### config.mk
export PLATFORM = sky130hd
export DESIGN_NAME = weight_fetch_ctrl
export DESIGN_NICKNAME = d
export VERILOG_FILES = /design/src/rtl/weight_fetch_ctrl_pkg.sv /design/src/rtl/weight_skid_fifo.sv /design/src/rtl/weight_fetch_ctrl.sv
export SDC_FILE = /design/constraint.sdc
export NUM_CORES = 1
export LEC_CHECK = 0
export CAP_MARGIN = 15
export CORE_UTILIZATION = 32
export CTS_CLUSTER_SIZE = 8
export DETAILED_ROUTE_END_ITERATION = 16
export PLACE_DENSITY = 0.49
export SYNTH_ARGS = -nofsm -noshare
export SYNTH_HDL_FRONTEND = slang
export SYNTH_SLANG_ARGS = --single-unit
### constraint.sdc
create_clock -name CLK -period 6 [get_ports CLK]
set_clock_uncertainty 0.2 [all_clocks]
set_input_delay 1.2 -clock CLK [delete_from_list [all_inputs] [get_ports CLK]]
set_output_delay 1.2 -clock CLK [all_outputs]
set_load 0.02 [all_outputs]
### src/rtl/weight_fetch_ctrl_pkg.sv
// Shared weight-bank parameters, fetch FSM encoding and read-credit helper.
package weight_fetch_ctrl_pkg;

   localparam int WEIGHT_DW    = 16;
   localparam int WEIGHT_DEPTH = 28;
   localparam int WEIGHT_AW    = 5;

   typedef enum logic [1:0] {
      ST_IDLE  = 2'd0,
      ST_FETCH = 2'd1,
      ST_DRAIN = 2'd2
   } fetch_state_t;

   // A new read may issue only if the word it returns is guaranteed a FIFO slot.
   function automatic logic can_issue(input logic [1:0] occ,
                                      input logic       in_flight,
                                      input logic       pop);
      logic [2:0] sum;
      sum = {1'b0, occ} + {2'b00, in_flight} - {2'b00, pop};
      return (sum < 3'd2);
   endfunction

endpackage

### src/rtl/weight_skid_fifo.sv
// Two-entry output FIFO; slot 0 is always the head presented to the consumer.
module weight_skid_fifo #(
   parameter int DW = 16
) (
   input  logic          clk,
   input  logic          rst,
   input  logic          push,
   input  logic [DW-1:0] din,
   input  logic          din_last,
   input  logic          pop,
   output logic [DW-1:0] head_data,
   output logic          head_last,
   output logic          valid,
   output logic [1:0]    count
);

   logic [DW-1:0] data_reg [2];
   logic [DW-1:0] data_next [2];
   logic          last_reg [2];
   logic          last_next [2];
   logic [1:0]    count_reg, count_next;
   logic          pop_ok, push_ok;

   assign pop_ok  = pop && (count_reg != 2'd0);
   assign push_ok = push && ((count_reg != 2'd2) || pop_ok);

   always_comb begin
      data_next  = data_reg;
      last_next  = last_reg;
      count_next = count_reg;
      unique case ({push_ok, pop_ok})
         2'b01: begin
            data_next[0] = data_reg[1];
            last_next[0] = last_reg[1];
            count_next   = count_reg - 2'd1;
         end
         2'b10: begin
            if (count_reg == 2'd0) begin
               data_next[0] = din;
               last_next[0] = din_last;
            end else begin
               data_next[1] = din;
               last_next[1] = din_last;
            end
            count_next = count_reg + 2'd1;
         end
         2'b11: begin
            // Occupancy unchanged; the incoming word lands behind whatever remains.
            if (count_reg == 2'd1) begin
               data_next[0] = din;
               last_next[0] = din_last;
            end else begin
               data_next[0] = data_reg[1];
               last_next[0] = last_reg[1];
               data_next[1] = din;
               last_next[1] = din_last;
            end
         end
         default: ;
      endcase
   end

   always_ff @(posedge clk or posedge rst) begin
      if (rst) begin
         data_reg[0] <= '0;
         data_reg[1] <= '0;
         last_reg[0] <= 1'b0;
         last_reg[1] <= 1'b0;
         count_reg   <= 2'd0;
      end else begin
         data_reg  <= data_next;
         last_reg  <= last_next;
         count_reg <= count_next;
      end
   end

   assign head_data = data_reg[0];
   assign head_last = last_reg[0] && (count_reg != 2'd0);
   assign valid     = (count_reg != 2'd0);
   assign count     = count_reg;

endmodule

### src/rtl/weight_fetch_ctrl.sv
// Streams one weight bank (addresses 0..DEPTH-1) out through a ready/valid port,
// issuing bank reads only when the output FIFO has room for the returning word.
module weight_fetch_ctrl
   import weight_fetch_ctrl_pkg::*;
#(
   parameter int DW    = WEIGHT_DW,
   parameter int DEPTH = WEIGHT_DEPTH,
   parameter int AW    = WEIGHT_AW
) (
   input  logic          CLK,
   input  logic          RST,
   input  logic          START,
   output logic          BUSY,
   output logic          DONE,
   output logic [AW-1:0] BRAM_ADDR,
   output logic          BRAM_EN,
   output logic          BRAM_WE,
   input  logic [DW-1:0] BRAM_DO,
   output logic [DW-1:0] W_DATA,
   output logic          W_VALID,
   input  logic          W_READY,
   output logic          W_LAST
);

   localparam int            PW        = AW + 1;
   localparam logic [AW-1:0] LAST_ADDR = AW'(DEPTH - 1);
   localparam logic [PW-1:0] PTR_END   = PW'(DEPTH);

   fetch_state_t  state_reg, state_next;
   logic [PW-1:0] ptr_reg, ptr_next;
   logic [AW-1:0] addr_reg, addr_next;
   logic          en_reg, en_next;
   logic          done_reg, done_next;

   logic          pop;
   logic          issue_ok;
   logic [1:0]    fifo_count;
   logic          fifo_valid;
   logic          fifo_last;
   logic [DW-1:0] fifo_data;

   assign pop      = fifo_valid && W_READY;
   assign issue_ok = can_issue(fifo_count, en_reg, pop);

   always_comb begin
      state_next = state_reg;
      ptr_next   = ptr_reg;
      addr_next  = addr_reg;
      en_next    = 1'b0;
      done_next  = 1'b0;
      unique case (state_reg)
         ST_IDLE: begin
            if (START) begin
               state_next = ST_FETCH;
               en_next    = 1'b1;
               addr_next  = '0;
               ptr_next   = PW'(1);
            end
         end
         ST_FETCH: begin
            // ptr_reg is the next address to read; it stops at DEPTH instead of wrapping.
            if (en_reg && (addr_reg == LAST_ADDR)) begin
               state_next = ST_DRAIN;
            end else if ((ptr_reg < PTR_END) && issue_ok) begin
               en_next   = 1'b1;
               addr_next = ptr_reg[AW-1:0];
               ptr_next  = ptr_reg + PW'(1);
            end
         end
         ST_DRAIN: begin
            if (pop && fifo_last) begin
               state_next = ST_IDLE;
               done_next  = 1'b1;
            end
         end
         default: state_next = ST_IDLE;
      endcase
   end

   always_ff @(posedge CLK or posedge RST) begin
      if (RST) begin
         state_reg <= ST_IDLE;
         ptr_reg   <= '0;
         addr_reg  <= '0;
         en_reg    <= 1'b0;
         done_reg  <= 1'b0;
      end else begin
         state_reg <= state_next;
         ptr_reg   <= ptr_next;
         addr_reg  <= addr_next;
         en_reg    <= en_next;
         done_reg  <= done_next;
      end
   end

   // Bank data for the read issued last cycle is valid at this edge; tag the final word.
   weight_skid_fifo #(
      .DW (DW)
   ) u_fifo (
      .clk       (CLK),
      .rst       (RST),
      .push      (en_reg),
      .din       (BRAM_DO),
      .din_last  (addr_reg == LAST_ADDR),
      .pop       (pop),
      .head_data (fifo_data),
      .head_last (fifo_last),
      .valid     (fifo_valid),
      .count     (fifo_count)
   );

   assign BUSY      = (state_reg != ST_IDLE);
   assign DONE      = done_reg;
   assign BRAM_ADDR = addr_reg;
   assign BRAM_EN   = en_reg;
   assign BRAM_WE   = 1'b0;
   assign W_DATA    = fifo_data;
   assign W_VALID   = fifo_valid;
   assign W_LAST    = fifo_last;

endmodule

==> results.cfg, run 1 <==
[run_status]
outcome = finished, final reports clean

[drt]
drt-wirelength-per-cell_um = 13.7
dr.pass1.iters = 4
vias_per_cell = 4.68
vias = 1713
route.detailed.drc = 0
wirelength_um = 5010
ant_nets = 0
drt_iter0_drc = 98

[cts]
clockBufferDepth = 2
cts_tree = built
cts_hold_buf = 0
cts_buffers = 5
h-tree-depth = 2
cts.sinks = 51
ctsResizeCount = 0
post_cts_buffers = 0
clk_pin_slew_worst_paths_ps = 90
ctsRootBufferMaster = clkbuf_8
insertion_delay_ps = 300

[worst_setup_path]
crit_arrival_ps = 3880
reg2reg_slack_ps = 2570
path_class = input port to flip-flop
worstPathRequired_ps = 5960
cp_max_fo = 5
worst_setup_path_end_kind = flip-flop
critPathLaunchType = input port

[logic_synthesis]
yosys_warnings = 0
synth-async-reset-ratio_pct = 100
syn_area_um2 = 2590
yosys-top-cells-count = 51 x dfrtp_1, 21 x nor2_1, 18 x a21oi_1, 18 x buf_4, 16 x mux2_2
synth_cells = 236
yosys.area.top_type = dfrtp_1
synth.most_common_cell = dfrtp_1
synth.top_cell.area_share_pct = 49.3
synth.area.top_cells = dfrtp_1 49%, mux2_2 7.0%, buf_4 5.2%, a22oi_2 4.3%, a21oi_1 3.5%
synthAdderAreaFrac_pct = 3.67
ys_seq_area_share_pct = 49.3
synthMuxAreaShare_pct = 8.65
syn-num-nets = 263
synth_compound_gate_area_share_pct = 16.0
ys.flop_type = dfrtp_1
yosysUniqueCellTypes = 45
synth-simple-area-share_pct = 11.9
ys_ff_latch = 51
synth_edf_count = 0
synth_top_family_by_area = compound AO/OA/AOI/OAI gates
synth_xor_area_share_pct = 1.01
avgSynthCellArea_um2 = 11.0

[pwr]
ir_drop_uv = 181
p_sw_uw = 739
internal-power_uw = 1080
power_density_nw_per_um2 = 590
switching_share_pct = 40.6
p_leak_uw = 0.00131
power.share.clock_pct = 11.5
seqPwrFrac_pct = 35.0
comb_power_share_pct = 53.5

[finish]
stdcell_area_um2 = 3080
diodes = 0
fin_nets = 290
drive_above_1_share_pct = 16.3
area_growth_pct = 19.1
final_util_pct = 39.7

[timing]
timing.fmax_mhz = 256
max-slew-margin-rel_pct = 40.5
hold_slack_ps = 312
timing.final.crit_share_pct = 65.2
setup_viol = 0
finalMaxSlewViolations = 0
tns_ps = 0
finalHoldViolCount = 0
tightest_slew_ps = 892
min_period_ps = 3910
grt_setup_unrepaired = false

[global_routing]
grt_pass1_wl_um = 8370
grt_max_degree = 52
gr-max-usage-layer = met2
antenna_found_initial = 0
grtUsageMet2_pct = 19.7
grt_use_met3_pct = 3.40
grt_util_met1_pct = 17.3
grt_pass1_vias = 1641
grt_overflow = 0
grt.total_usage_pct = 12.8

[floorplanning]
num_rows = 32
pin_count = 47
die-area_um2 = 8460
die_w_um = 92.0
start_util_pct = 33.3
dieHeight_um = 92.0
fp.coreArea_um2 = 7770

[placement]
io_buffers = 45
globalplace.congestion = 0.827
place_area_um2 = 2990
dp_hpwl_um = 3320

[flow_run]
maxCapViolCount = 0

[worst_hold_path]
hp-class = flip-flop to flip-flop
## cell type report
cell class,count,area [um^2]
clock buffer,6,82.6
clock inverter,2,16.3
fill,764,4680
inverter,11,41.3
multi-input combinational,147,1070
sequential,51,1280
tap,102,128
timing repair buffer,47,465
## metal layers
metal / vias up / share of wire, %
met5: - / 0
met4: 0 / 1.3
met3: 5 / 5.6
met2: 45 / 47
met1: 803 / 47
li1: 860 / -
## stage by stage
stage               power [uW]  setup WS (ps)  std cells
CTS                       1850           2100        366
floorplan                 1420           2590        236
global route              1980           1900        366
finish                    1820           2090        366
global placement          1620           1860        358
detailed placement        1630           1780        358
## power groups by stage
| stage | Clock (uW) | Combinational [uW] | Sequential (uW) |
|---|---|---|---|
| final | 210 | 974 | 637 |
| after global routing | 236 | 1080 | 665 |
| after CTS | 223 | 987 | 639 |
| after detailed placement | 0 | 982 | 647 |
| after global placement | 0 | 978 | 645 |
| after floorplan | 0 | 791 | 632 |
## final timing paths
check / startpoint / to / cells past startpoint
setup / recovery: W_READY / ptr_reg[1]$_DFFE_PP0P_ / 10
hold reg to reg: u_fifo.count[0]$_DFFE_PP0P_ / u_fifo.count[0]$_DFFE_PP0P_ / 1
hold / removal: u_fifo.count[0]$_DFFE_PP0P_ / u_fifo.count[0]$_DFFE_PP0P_ / 1
max in group asynchronous: RST / u_fifo.data_reg[8]$_DFFE_PP0P_ / 3
setup reg to reg: u_fifo.count[1]$_DFFE_PP0P_ / ptr_reg[1]$_DFFE_PP0P_ / 11
min in group asynchronous: RST / u_fifo.data_reg[2]$_DFFE_PP0P_ / 3
## cells in the final DEF, fill, tap and decap left out, types with 6 or more instances in the layout
master            n
dfrtp_1          51
clkdlybuf4s50_1  45
nor2_1           21
a21oi_1          18
mux2_2           16
nand2_1          14
nand3_1          11
a22oi_2           9
inv_1             9
a22oi_1           8
ha_1              6
clkbuf_8          6
## logic make-up after synthesis
family          after synthesis
compound gates               55
xor+xnor                      3
fa+ha+maj                     7
buf+inv                      38
flops                        51
mux                          19
other cells                   1
simple gates                 62
## worst max-delay path, cell delays in order
cell             delay, ps
clkdlybuf4s50_1        560
nand2b_4                90
inv_2                   70
ha_1                   210
nand2b_1               150
fa_1                   490
nor4bb_1               330
nand3_1                210
o22ai_1                400
o221ai_1               170
(Power assumes the default switching activity.)
==> run 2: changes to the inputs <==
- PLACE_DENSITY: 0.49 -> 0.51
- clock period: 6 -> 3.5 ns (I/O delays scaled with it)
==> run 2 against run 1 <==
Against the previous run:
- first-iteration DRC count fell by 65%
- register-to-register slack worse by 2200 ps
- utilization increased by 1.1 points
- routed wire length fell by 1.2%
- critical path type unchanged
==> results.cfg, run 2 (synthesized netlist as in run 1, its figures left out) <==
[run_status]
outcome = finished, final reports clean

[cts]
cts.sinks = 51
post_cts_buffers = 0
h-tree-depth = 2
ctsResizeCount = 0
cts_tree = built
clk_pin_slew_worst_paths_ps = 100
cts_hold_buf = 0
clockBufferDepth = 2
cts_buffers = 5
insertion_delay_ps = 310
ctsRootBufferMaster = clkbuf_8

[timing]
max-slew-margin-rel_pct = 56.5
timing.fmax_mhz = 313
setup_viol = 0
worst_slack_ps = 308
grt_setup_unrepaired = false
tightest_slew_ps = 652
finalMaxSlewViolations = 0
timing.final.crit_share_pct = 91.2
tns_ps = 0
finalHoldViolCount = 0
min_period_ps = 3190

[worst_setup_path]
path_delay_family = simple AND/OR/NAND/NOR gates
worstSetupStartpoint = W_READY
slowest_delay_ps = 520
worstPathCellList = clkdlybuf4s50_1 -> nand2b_4 -> inv_2 -> ha_1 -> nand2b_1 -> fa_1 -> nor4bb_1 -> and3_1 -> a31oi_1 -> a31o_2
r2r_end = ptr_reg[3]$_DFFE_PP0P_
r2r-start = u_fifo.count[1]$_DFFE_PP0P_
endpoint = ptr_reg[3]$_DFFE_PP0P_
path_class = input port to flip-flop
r2r_cells = 11
worst_setup_path_end_kind = flip-flop
slowest_stage = clkdlybuf4s50_1
crit_arrival_ps = 3190
cp_max_fo = 6
crit_buf_inv = 2
cp_num_cells = 10
critPathLaunchType = input port
reg2reg_slack_ps = 400
worstPathRequired_ps = 3490

[finish]
area_growth_pct = 22.4
layout_common_cells = 51 x dfrtp_1, 45 x clkdlybuf4s50_1, 21 x nor2_1
drive_above_1_share_pct = 19.3
multi_input_area_um2 = 1070
regArea_um2 = 1280
stdcell_count = 376
nFillCells = 769
fin_nets = 300
diodes = 0
final_common_cell = dfrtp_1

[worst_hold_path]
hp-class = flip-flop to flip-flop

[floorplanning]
die-area_um2 = 8460
num_rows = 32
fp.coreArea_um2 = 7770
die_w_um = 92.0
start_util_pct = 33.3
pin_count = 47
dieHeight_um = 92.0

[flow_run]
maxCapViolCount = 0

[drt]
drt_iter0_drc = 34
drt-wirelength-per-cell_um = 13.1
route.detailed.drc = 0
ant_nets = 0
wirelength_um = 4940
vias = 1761
dr.pass1.iters = 4
vias_per_cell = 4.68

[pwr]
ir_drop_uv = 363
p_leak_uw = 0.00137
power.total_uw = 3240
power_density_nw_per_um2 = 1020

[global_routing]
grt_max_degree = 52
antenna_found_initial = 0
grt_pass1_vias = 1734
grt_pass1_wl_um = 8440
grt.total_usage_pct = 12.6
grt_overflow = 0

[placement]
dp_slack_ps = -10.1
io_buffers = 45
dp_hpwl_um = 3340
dp_cells = 368
globalplace.congestion = 0.740
[run 2: cell types whose count changed in the layout (fill, tap and decap cells not counted)]
| cell | previous run | this run |
|---|---|---|
| clkinv_4 | 1 | 2 |
| clkinvlp_4 | 1 | 0 |
| inv_8 | 0 | 1 |
| clkbuf_8 | 6 | 5 |
| buf_12 | 0 | 1 |
| buf_4 | 2 | 11 |
[run 2: where the power goes]
group	internal [uW]	switching, uW	total [uW]
Combinational	908	878	1790
Clock	149	214	363
Sequential	883	209	1090
[run 2: layer usage]
| layer | wire length [um] | track usage [%] | up-vias |
|---|---|---|---|
| met3 | 210 | 3.07 | 4 |
| met2 | 2210 | 20.5 | 37 |
| met4 | 48 | 3.13 | 0 |
| met5 | 0 | 0 | - |
| li1 | - | - | 885 |
| met1 | 2470 | 16.8 | 835 |
[run 2: worst min path at each step]
stage	from	to	slack (ps)	cells after the start
detailed placement	ptr_reg[5]$_DFFE_PP0P_	ptr_reg[5]$_DFFE_PP0P_	270	1
finish	ptr_reg[5]$_DFFE_PP0P_	ptr_reg[5]$_DFFE_PP0P_	300	1
floorplan	ptr_reg[5]$_DFFE_PP0P_	ptr_reg[5]$_DFFE_PP0P_	250	1
global route	u_fifo.count[0]$_DFFE_PP0P_	u_fifo.count[0]$_DFFE_PP0P_	330	1
CTS	ptr_reg[5]$_DFFE_PP0P_	ptr_reg[5]$_DFFE_PP0P_	300	1
global placement	ptr_reg[5]$_DFFE_PP0P_	ptr_reg[5]$_DFFE_PP0P_	270	1
[run 2: layout make-up]
class                      count  area share (%)
sequential                    51            40.3
multi-input combinational    147            33.9
timing repair buffer          57            17.4
tap                          102            4.03
clock buffer                   5            2.17
inverter                      11            1.30
clock inverter                 3           0.908
[run 2: stage by stage]
stage               util, %  cell area (um^2)  hold WS (ps)
floorplan                 -              2590           254
global placement       39.6              3070           273
detailed placement     39.6              3070           274
CTS                    40.8              3170           304
global route           40.8              3170           330
finish                 40.8              3170           300
==> run 3: changes to the inputs <==
--- a/config.mk
+++ b/config.mk
@@ -7,8 +7,8 @@
 export LEC_CHECK = 0
 export CAP_MARGIN = 15
-export CORE_UTILIZATION = 32
+export CORE_UTILIZATION = 47
 export CTS_CLUSTER_SIZE = 8
 export DETAILED_ROUTE_END_ITERATION = 16
-export PLACE_DENSITY = 0.51
+export PLACE_DENSITY = 0.72
 export SYNTH_ARGS = -nofsm -noshare
 export SYNTH_HDL_FRONTEND = slang
==> constraint.sdc (replaced) <==
create_clock -name CLK -period 3.5 [get_ports CLK]
set_clock_uncertainty 0.2 [all_clocks]
set_input_delay 0.7 -clock CLK [delete_from_list [all_inputs] [get_ports CLK]]
set_output_delay 0.7 -clock CLK [all_outputs]
set_load 0.01 [all_outputs]
==> run 3 against run 2 <==
Against the previous run:
- non-clock buffer count grew 2
- final area shrank 0.91%
- critical endpoint unchanged
- largest power group unchanged
- via count grew 2.0%
- sequential share of layout area grew 0.37 points
- power shrank 2.0%
- hold slack is essentially flat
- die area shrank 31%
- cell count shrank 8.2%
- first-iteration DRC count grew 71%
- critical path type unchanged
- register-to-register slack lost 50 ps
==> results.cfg, run 3 (synthesized netlist as in run 1, its figures left out) <==
[drt]
vias_per_cell = 5.21
drt-wirelength-per-cell_um = 13.9
drt_iter0_drc = 58
route.detailed.drc = 0
vias = 1797
wirelength_um = 4800
ant_nets = 0
dr.pass1.iters = 5

[cts]
cts_tree = built
h-tree-depth = 2
ctsResizeCount = 0
clockBufferDepth = 2
ctsRootBufferMaster = clkbuf_8
cts_buffers = 5
clk_pin_slew_worst_paths_ps = 90
post_cts_buffers = 0
cts_hold_buf = 0
cts.sinks = 51
insertion_delay_ps = 300

[timing]
setup_viol = 0
finalHoldViolCount = 0
min_period_ps = 3240
timing.final.crit_share_pct = 92.6
grt_setup_unrepaired = false
finalMaxSlewViolations = 0
timing.fmax_mhz = 309
tightest_slew_ps = 637
worst_slack_ps = 260
max-slew-margin-rel_pct = 57.6

[finish]
area_growth_pct = 21.3
drive_above_1_share_pct = 19.6
layout_common_cells = 51 x dfrtp_1, 45 x clkdlybuf4s50_1, 21 x nor2_1
diodes = 0
final_util_pct = 60.4
nFillCells = 466
final_common_cell = dfrtp_1
multi_input_area_um2 = 1070
fin_nets = 302
regArea_um2 = 1280

[worst_setup_path]
slowest_delay_ps = 540
worstPathCellList = clkdlybuf4s50_1 -> nand2b_4 -> inv_2 -> ha_1 -> nand2b_1 -> fa_1 -> nor4bb_1 -> and3_1 -> a31oi_1 -> a31o_2
critPathLaunchType = input port
crit_arrival_ps = 3240
worstPathRequired_ps = 3500
cp_max_fo = 6
slowest_stage = clkdlybuf4s50_1
path_class = input port to flip-flop
worst_setup_path_end_kind = flip-flop

[placement]
io_buffers = 45
globalplace.congestion = 0.817
dp_slack_ps = -20.1
dp_hpwl_um = 3310

[pwr]
power_density_nw_per_um2 = 1010
ir_drop_uv = 520
p_leak_uw = 0.00138

[floorplanning]
num_rows = 26
die-area_um2 = 5810
fp.coreArea_um2 = 5200
die_w_um = 76.2
dieHeight_um = 76.2
start_util_pct = 49.8
pin_count = 47

[global_routing]
grt.total_usage_pct = 17.9
grt_max_degree = 52
grt_pass1_wl_um = 8210
grt_pass1_vias = 1719
grt_overflow = 0
antenna_found_initial = 0

[run_status]
outcome = finished, final reports clean

[flow_run]
maxCapViolCount = 0

[worst_hold_path]
hp-class = flip-flop to flip-flop
==> run 3: cell types whose count changed in the layout (fill, tap and decap cells not counted) <==
cell	change
clkinv_4	-2
buf_12	-1
inv_8	-1
buf_4	+3
bufinv_16	+1
clkinvlp_4	+1
==> run 3: final timing paths <==
kind                            cells after the start                         from  slack [ps]                               to
min in group asynchronous                           3                          RST         670  u_fifo.head_data[5]$_DFFE_PP0P_
worst min register to register                      1       ptr_reg[5]$_DFFE_PP0P_         300           ptr_reg[5]$_DFFE_PP0P_
max in group asynchronous                           3                          RST        2000  u_fifo.data_reg[15]$_DFFE_PP0P_
worst max-delay path                               10                      W_READY         260           ptr_reg[3]$_DFFE_PP0P_
worst min-delay path                                1       ptr_reg[5]$_DFFE_PP0P_         300           ptr_reg[5]$_DFFE_PP0P_
worst max register to register                     11  u_fifo.count[1]$_DFFE_PP0P_         350           ptr_reg[3]$_DFFE_PP0P_
==> run 3: power breakdown <==
part | internal (uW) | leakage, uW | switching, uW
combinational | 905 | 0.000726 | 776
clock | 209 | 0.0000502 | 189
sequential | 884 | 0.000599 | 212
==> run 3: cell type report <==
cell class,instances,area share (%)
Sequential cell,51,40.6
Multi-Input combinational cell,147,34.2
Timing Repair Buffer,59,17.7
Tap cell,70,2.79
Clock buffer,5,2.19
Inverter,11,1.31
Clock inverter,2,1.19
==> run 3: critical path, delay by kind of cell <==
kind | cells | cell delay, ps
and+or+nand+nor | 4 | 900
adders and majority gates | 2 | 700
buffers and inverters | 2 | 600
AOI/OAI and AO/OA | 2 | 340
==> run 3: through the flow <==
| step | total power, uW | TNS (ps) | instances | hold slack [ps] | area, um^2 |
|---|---|---|---|---|---|
| floorplan | 2320 | 0 | 236 | 254 | 2590 |
| global placement | 2750 | -15.2 | 338 | 281 | 3040 |
| global route | 3430 | 0 | 345 | 320 | 3140 |
| finish | 3170 | 0 | 345 | 300 | 3140 |
| detailed placement | 2790 | -20.1 | 338 | 286 | 3040 |
| CTS | 3210 | 0 | 345 | 310 | 3140 |
==> run 3: layer usage <==
| layer | track usage (%) | routed length [um] |
|---|---|---|
| met1 | 25.4 | 2310 |
| met2 | 27.2 | 2220 |
| met3 | 4.07 | 206 |
| met4 | 5.96 | 63 |
| met5 | 0 | 0 |
